`src/rtl/uart_aes_block_loader_if.sv`:
```
`default_nettype none
// ============================================================================
//  Module      : uart_aes_block_loader_if
//  Description : Bundle of the receiver-side, key/data-side and status signals
//                of the UART-to-AES block loader.
//  Revision    : 1.0 - initial release
// ============================================================================
interface uart_aes_block_loader_if;
    logic [7:0]   RxData;
    logic         RxDone;
    logic         RxEn;
    logic [3:0]   NBits;
    logic [127:0] Key;
    logic         KeyValid;
    logic [127:0] DataOut;
    logic         DataValid;
    logic         DataReady;
    logic         Busy;
    logic         Err;
    logic [1:0]   ErrCode;

    // master: the loader itself; slave: receiver / AES core / monitor side
    modport master (
        input  RxData, RxDone, DataReady,
        output RxEn, NBits, Key, KeyValid, DataOut, DataValid, Busy, Err, ErrCode
    );
    modport slave (
        output RxData, RxDone, DataReady,
        input  RxEn, NBits, Key, KeyValid, DataOut, DataValid, Busy, Err, ErrCode
    );
endinterface
`default_nettype wire

```
`src/rtl/uart_aes_block_loader.sv`:
```
`default_nettype none
// ============================================================================
//  Module      : uart_aes_block_loader
//  Description : Parses K/D command frames from a UART receiver, assembles
//                16-byte key or data blocks and hands data blocks to AES.
//  Revision    : 1.0 - initial release
// ============================================================================
module uart_aes_block_loader #(
    parameter int unsigned TIMEOUT  = 1000000,
    parameter logic [7:0]  CMD_KEY  = 8'h4B,
    parameter logic [7:0]  CMD_DATA = 8'h44
) (
    input  logic                           Clk,
    input  logic                           Rst,
    uart_aes_block_loader_if.master        bus
);

    localparam int unsigned c_timer_w = (TIMEOUT > 2) ? $clog2(TIMEOUT) : 1;
    localparam logic [c_timer_w-1:0] c_timer_last = c_timer_w'(TIMEOUT - 2);
    localparam logic [c_timer_w-1:0] c_timer_one  = c_timer_w'(1);

    typedef enum logic [1:0] {
        ST_IDLE    = 2'd0,
        ST_LOAD    = 2'd1,
        ST_PRESENT = 2'd2
    } state_t;

    typedef enum logic [1:0] {
        MODE_KEY     = 2'd0,
        MODE_DATA    = 2'd1,
        MODE_DISCARD = 2'd2
    } mode_t;

    state_t                 r_state;
    state_t                 w_state_next;
    mode_t                  r_mode;
    mode_t                  w_mode_next;

    logic                   r_d1;
    logic                   r_d2;
    logic [3:0]             r_cnt;
    logic [c_timer_w-1:0]   r_timer;
    logic [119:0]           r_sr;
    logic [127:0]           r_key;
    logic                   r_key_valid;
    logic [127:0]           r_data_out;
    logic                   r_data_valid;
    logic                   r_err;
    logic [1:0]             r_err_code;

    logic                   w_strobe;
    logic                   w_load_start;
    logic                   w_byte;
    logic                   w_frame_done;
    logic                   w_timeout;
    logic                   w_accept;
    logic                   w_err;
    logic [1:0]             w_err_code;

    assign w_strobe = r_d1 & ~r_d2;

    always_ff @(posedge Clk) begin
        if (Rst) begin
            r_state <= ST_IDLE;
        end else begin
            r_state <= w_state_next;
        end
    end

    always_comb begin
        w_state_next = r_state;
        w_mode_next  = r_mode;
        w_load_start = 1'b0;
        w_byte       = 1'b0;
        w_frame_done = 1'b0;
        w_timeout    = 1'b0;
        w_accept     = 1'b0;
        w_err        = 1'b0;
        w_err_code   = 2'd0;
        case (r_state)
            ST_IDLE: begin
                if (w_strobe) begin
                    if (bus.RxData == CMD_KEY) begin
                        w_state_next = ST_LOAD;
                        w_mode_next  = MODE_KEY;
                        w_load_start = 1'b1;
                    end else if (bus.RxData == CMD_DATA) begin
                        w_state_next = ST_LOAD;
                        w_load_start = 1'b1;
                        if (r_key_valid) begin
                            w_mode_next = MODE_DATA;
                        end else begin
                            w_mode_next = MODE_DISCARD;
                            w_err       = 1'b1;
                            w_err_code  = 2'd3;
                        end
                    end else begin
                        w_err      = 1'b1;
                        w_err_code = 2'd1;
                    end
                end
            end
            ST_LOAD: begin
                // A strobe always beats a coincident timeout
                if (w_strobe) begin
                    w_byte = 1'b1;
                    if (r_cnt == 4'd15) begin
                        w_frame_done = 1'b1;
                        w_state_next = (r_mode == MODE_DATA) ? ST_PRESENT : ST_IDLE;
                    end
                end else if (r_timer == c_timer_last) begin
                    // timer would reach TIMEOUT-1 on this edge
                    w_timeout    = 1'b1;
                    w_err        = 1'b1;
                    w_err_code   = 2'd2;
                    w_state_next = ST_IDLE;
                end
            end
            ST_PRESENT: begin
                if (r_data_valid && bus.DataReady) begin
                    w_accept     = 1'b1;
                    w_state_next = ST_IDLE;
                end
            end
            default: begin
                w_state_next = ST_IDLE;
            end
        endcase
    end

    always_ff @(posedge Clk) begin
        if (Rst) begin
            r_d1         <= 1'b0;
            r_d2         <= 1'b0;
            r_mode       <= MODE_KEY;
            r_cnt        <= 4'd0;
            r_timer      <= '0;
            r_sr         <= '0;
            r_key        <= '0;
            r_key_valid  <= 1'b0;
            r_data_out   <= '0;
            r_data_valid <= 1'b0;
            r_err        <= 1'b0;
            r_err_code   <= 2'd0;
        end else begin
            r_d1  <= bus.RxDone;
            r_d2  <= r_d1;
            r_err <= w_err;
            if (w_err) begin
                r_err_code <= w_err_code;
            end

            if (w_load_start) begin
                r_mode  <= w_mode_next;
                r_cnt   <= 4'd0;
                r_timer <= '0;
            end

            // cnt wraps 15 -> 0 on the final byte, so completion clears it
            if (w_byte) begin
                r_sr    <= {r_sr[111:0], bus.RxData};
                r_cnt   <= r_cnt + 4'd1;
                r_timer <= '0;
            end else if (w_timeout) begin
                r_cnt   <= 4'd0;
                r_timer <= '0;
            end else if (r_state == ST_LOAD) begin
                r_timer <= r_timer + c_timer_one;
            end

            if (w_frame_done) begin
                case (r_mode)
                    MODE_KEY: begin
                        r_key       <= {r_sr, bus.RxData};
                        r_key_valid <= 1'b1;
                    end
                    MODE_DATA: begin
                        r_data_out   <= {r_sr, bus.RxData};
                        r_data_valid <= 1'b1;
                    end
                    default: begin
                    end
                endcase
            end

            if (w_accept) begin
                r_data_valid <= 1'b0;
            end
        end
    end

    assign bus.RxEn      = (r_state != ST_PRESENT);
    assign bus.Busy      = (r_state != ST_IDLE);
    assign bus.NBits     = 4'd8;
    assign bus.Key       = r_key;
    assign bus.KeyValid  = r_key_valid;
    assign bus.DataOut   = r_data_out;
    assign bus.DataValid = r_data_valid;
    assign bus.Err       = r_err;
    assign bus.ErrCode   = r_err_code;

endmodule
`default_nettype wire
```
`src/flat_wrapper.sv`:
```
// flat-port wrapper written by rule: the top's interface ports become plain ports
module uart_aes_block_loader_flat 
#(
    parameter int unsigned TIMEOUT  = 1000000,
    parameter logic [7:0]  CMD_KEY  = 8'h4B,
    parameter logic [7:0]  CMD_DATA = 8'h44
)
  (Clk, Rst, bus_RxData, bus_RxDone, bus_DataReady, bus_RxEn, bus_NBits, bus_Key, bus_KeyValid, bus_DataOut, bus_DataValid, bus_Busy, bus_Err, bus_ErrCode);
  uart_aes_block_loader_if bus_i ();
  input  logic Clk;
  input  logic Rst;
  input wire logic [$bits(bus_i.RxData)-1:0] bus_RxData;
  input wire logic [$bits(bus_i.RxDone)-1:0] bus_RxDone;
  input wire logic [$bits(bus_i.DataReady)-1:0] bus_DataReady;
  output wire logic [$bits(bus_i.RxEn)-1:0] bus_RxEn;
  output wire logic [$bits(bus_i.NBits)-1:0] bus_NBits;
  output wire logic [$bits(bus_i.Key)-1:0] bus_Key;
  output wire logic [$bits(bus_i.KeyValid)-1:0] bus_KeyValid;
  output wire logic [$bits(bus_i.DataOut)-1:0] bus_DataOut;
  output wire logic [$bits(bus_i.DataValid)-1:0] bus_DataValid;
  output wire logic [$bits(bus_i.Busy)-1:0] bus_Busy;
  output wire logic [$bits(bus_i.Err)-1:0] bus_Err;
  output wire logic [$bits(bus_i.ErrCode)-1:0] bus_ErrCode;
  assign bus_i.RxData = bus_RxData;
  assign bus_i.RxDone = bus_RxDone;
  assign bus_i.DataReady = bus_DataReady;
  assign bus_RxEn = bus_i.RxEn;
  assign bus_NBits = bus_i.NBits;
  assign bus_Key = bus_i.Key;
  assign bus_KeyValid = bus_i.KeyValid;
  assign bus_DataOut = bus_i.DataOut;
  assign bus_DataValid = bus_i.DataValid;
  assign bus_Busy = bus_i.Busy;
  assign bus_Err = bus_i.Err;
  assign bus_ErrCode = bus_i.ErrCode;
  uart_aes_block_loader #(.TIMEOUT(TIMEOUT), .CMD_KEY(CMD_KEY), .CMD_DATA(CMD_DATA)) u_core (.Clk(Clk), .Rst(Rst), .bus(bus_i));
endmodule
```
`config.mk`:
```
export PLATFORM = sky130hd
export DESIGN_NAME = uart_aes_block_loader_flat
export DESIGN_NICKNAME = d
export VERILOG_FILES = /design/src/rtl/uart_aes_block_loader_if.sv /design/src/rtl/uart_aes_block_loader.sv /design/src/flat_wrapper.sv
export SDC_FILE = /design/constraint.sdc
export NUM_CORES = 1
export LEC_CHECK = 0
export CORE_MARGIN = 1
export CORE_UTILIZATION = 29
export DETAILED_ROUTE_END_ITERATION = 12
export HOLD_SLACK_MARGIN = 0.08
export PLACE_DENSITY = 0.49
export SYNTH_ARGS = -nofsm -noshare
export SYNTH_HDL_FRONTEND = slang
export SYNTH_SLANG_ARGS = --single-unit
```
`constraint.sdc`:
```
create_clock -name Clk -period 2.2 [get_ports Clk]
set_input_delay 0.33 -clock Clk [delete_from_list [all_inputs] [get_ports Clk]]
set_output_delay 0.33 -clock Clk [all_outputs]
set_load 0.1 [all_outputs]
```
==> flow_metrics.py <==
metrics = {
    "global_route": {
        "grt_pass1_wl_um": 71800,
        "grt_use_met2": 0.274,
        "globalRouteMet1Util": 0.242,
        "grt_use_total": 0.180,
        "globalRoute.totalOverflow": 0,
        "grt_max_degree": 164,
        "grt_busiest_layer": "met2",
        "met3_usage": 0.0573,
        "antenna_found_initial": 0,
        "grt_pass1_vias": 12100,
    },
    "sta": {
        "min_period_ns": 2.02,
        "tns_ns": 0,
        "fin_skew_ns": 0.0195,
        "rsz0062_at_grt": "no",
        "final-setup-viol-count": 0,
        "whs_ns": 0.328,
        "slew_viol_final": 0,
        "worst_pin_slew_ns": 0.826,
        "period_share": 0.918,
        "fmax_mhz": 495,
        "hold_viol_final": 0,
        "relSlewSlack": 0.449,
    },
    "yosys": {
        "yosysMostFrequentCell": "nand2_1",
        "yosys_warnings": 0,
        "synth_area_um2": 14600,
        "synth_adder_area_share": 0.00256,
        "synth_compound_area_frac": 0.147,
        "async_flop_share": 0,
        "ys_types": 47,
        "postSynthAreaPerCell_um2": 7.88,
        "synth.area.top_cells": "dfxtp_1 (56%), nand2_1 (20%), a21oi_1 (14%)",
        "synth_edf_count": 0,
        "synth_ff_type": "dfxtp_1",
        "synthXorXnorAreaFrac": 0.000598,
        "synth_top_cell_by_area": "dfxtp_1",
        "synth_top_area_frac": 0.562,
        "synth_commonest_cells": "nand2_1 (777), dfxtp_1 (411), a21oi_1 (398)",
        "synthSimpleGateAreaFrac": 0.240,
        "postSynthCellCount": 1857,
        "synth_seq_cells": 411,
        "seq_area_frac_synth": 0.562,
        "synthMuxAreaShare": 0.00385,
        "synth_top_family_by_area": "simple AND/OR/NAND/NOR gates",
    },
    "die": {
        "rows": 81,
        "core_um2": 49400,
        "die-area_um2": 51400,
        "io_pins": 279,
        "die_h_um": 227,
        "die_x_um": 227,
        "start_util": 0.296,
    },
    "routing": {
        "wl_um": 48200,
        "wl_per_cell_um": 17.3,
        "antenna_left": 0,
        "drt-initial-drc-count": 717,
        "vias": 13100,
        "drc": 0,
        "via_per_inst": 4.70,
        "firstDrtPassIters": 5,
    },
    "clock_tree": {
        "htreeDepth": 2,
        "clockRootBuffer": "clkbuf_16",
        "cts_tree": "built",
        "tritoncts.num_buffers": 46,
        "cts.reportedPaths.clkPinSlew_ns": 0.06,
        "clk_latency_ns": 0.58,
        "clock_path_buffers": 3,
        "clock_sinks": 411,
    },
    "finish": {
        "design_area_um2": 18900,
        "final_nets": 2101,
        "nFillCells": 5186,
        "syn_to_final_growth_pct": 29.3,
        "seq_area_um2": 8230,
        "drive_above_1_share": 0.185,
        "multi_input_area_um2": 5800,
        "diodes": 0,
    },
    "job": {
        "cap_violations": 0,
    },
    "min_path": {
        "hold_path_class": "input pin to register",
        "min_to": "u_core.r_d1",
        "worstHoldStart": "bus_RxDone",
        "whs_path_depth": 2,
    },
    "worst_setup_path": {
        "critPathMaxFanout": 64,
        "critical_path_required_ns": 2.63,
        "worstSetupPathType": "register to register",
        "critPathArrivalTime_ns": 2.44,
        "regToRegEndpoint": "u_core.bus.Key[69]",
        "regToRegStartpoint": "u_core.r_cnt[0]",
        "critPathCaptureType": "register",
        "worstSetupStartpointType": "register",
        "rr_worst_depth": 6,
        "r2r_slack_ns": 0.18,
    },
    "placed_design": {
        "place_area_um2": 17400,
        "port_buffers": 274,
        "place_hpwl_um": 30200,
        "globalplace.congestion": 0.780,
    },
    "outcome": {
        "status": "finished clean",
    },
    "power": {
        "vdd_drop_max_mv": 0.506,
        "p_leak_nw": 6.75,
        "total_power_mw": 15.1,
        "power_per_cell_area_nw_per_um2": 799,
    },
}
-- where the power goes --
group          internal [mW]  leakage [nW]  switching (mW)  total [mW]
clock                   4.32         0.714            3.11        7.42
combinational         0.0593          2.72           0.194       0.254
sequential              7.45          3.31         0.00317        7.45
-- state kept, by name, summed over array words and instances (netlist names) --
name,flops
u_core.bus.DataOut,128
u_core.bus.Err,1
u_core.bus.Key,128
u_core.r_timer,20
u_core.r_state,2
u_core.r_d1,1
u_core.bus.ErrCode,2
u_core.bus.KeyValid,1
u_core.r_d2,1
u_core.r_mode,2
u_core.r_cnt,4
u_core.bus.DataValid,1
u_core.r_sr,120
-- how the worst max path moves through the flow --
stage                       from                  to  cells after the start
5_1_grt              u_core.r_d2  u_core.bus.Key[10]                      6
3_3_place_gp       bus_RxData[2]  u_core.r_timer[13]                      8
2_1_floorplan    u_core.r_cnt[0]  u_core.bus.Key[10]                      7
4_1_cts        u_core.r_state[0]  u_core.bus.Key[86]                      6
3_5_place_dp       bus_RxData[2]     u_core.r_cnt[3]                      7
6_report         u_core.r_cnt[0]  u_core.bus.Key[69]                      6
-- per-stage QoR --
step,util,cells,setup WS [ns]
floorplan,-,1859,0.403
global placement,0.352,2698,-0.142
detailed placement,0.352,2698,-0.171
CTS,0.382,2779,0.0798
global route,0.383,2782,0.0630
finish,0.383,2782,0.181
-- kinds of logic (layout without fill, tap and decap cells) --
| family | after synthesis | after routing |
|---|---|---|
| and+or+nand+nor | 875 | 875 |
| AOI/OAI and AO/OA | 419 | 419 |
| DFF | 411 | 411 |
| buffers and inverters | 141 | 400 |
| muxes | 5 | 5 |
| adders and majority gates | 3 | 3 |
| other | 2 | 4 |
| xor gates and xnor gates | 1 | 1 |
-- placed cells by master, fill, tap and decap left out, types with 4 or more instances in the layout --
master,Yosys,routed
nand2_1,777,776
clkbuf_1,53,13
clkbuf_8,0,14
buf_12,0,11
nand3_1,14,14
a21oi_1,398,398
conb_1,2,4
clkdlybuf4s50_1,0,10
nor2_1,27,26
buf_4,5,291
or2_2,5,5
nand2b_1,4,4
nand4_1,11,11
and3_1,5,5
clkinv_2,0,4
dfxtp_1,411,411
clkbuf_16,0,48
o211ai_1,5,5
nor3_1,4,4
-- per-layer routing --
layer	part of all wire	routed length [µm]
met4	0.019	911
met2	0.45	21500
met3	0.076	3640
met5	0	0
met1	0.46	22100
-- critical path: stages, from the launching register on --
cell	delay, ns
dfxtp_1	0.37
ha_1	0.21
nand3_1	0.18
or4_4	0.59
clkbuf_16	0.30
nand2_1	0.13
a21oi_1	0.06
-- what timing repair did --
action | 4_1_cts | 5_1_grt
hold buffers | 1 | 0
endpoints found under the setup margin | 0 | 47
buffers inserted | 0 | 1
endpoints found under the hold margin | 7 | 0
resized for setup | 0 | 6
-- cell type report --
type / instances / area share
tap: 664 / 0.0439
clock inverter: 7 / 0.00284
inverter: 3 / 0.000595
clock buffer: 73 / 0.0736
sequential: 411 / 0.435
timing repair buffer: 317 / 0.138
multi-input combinational: 1307 / 0.306
Note: power is estimated with default switching activity, not from simulation.
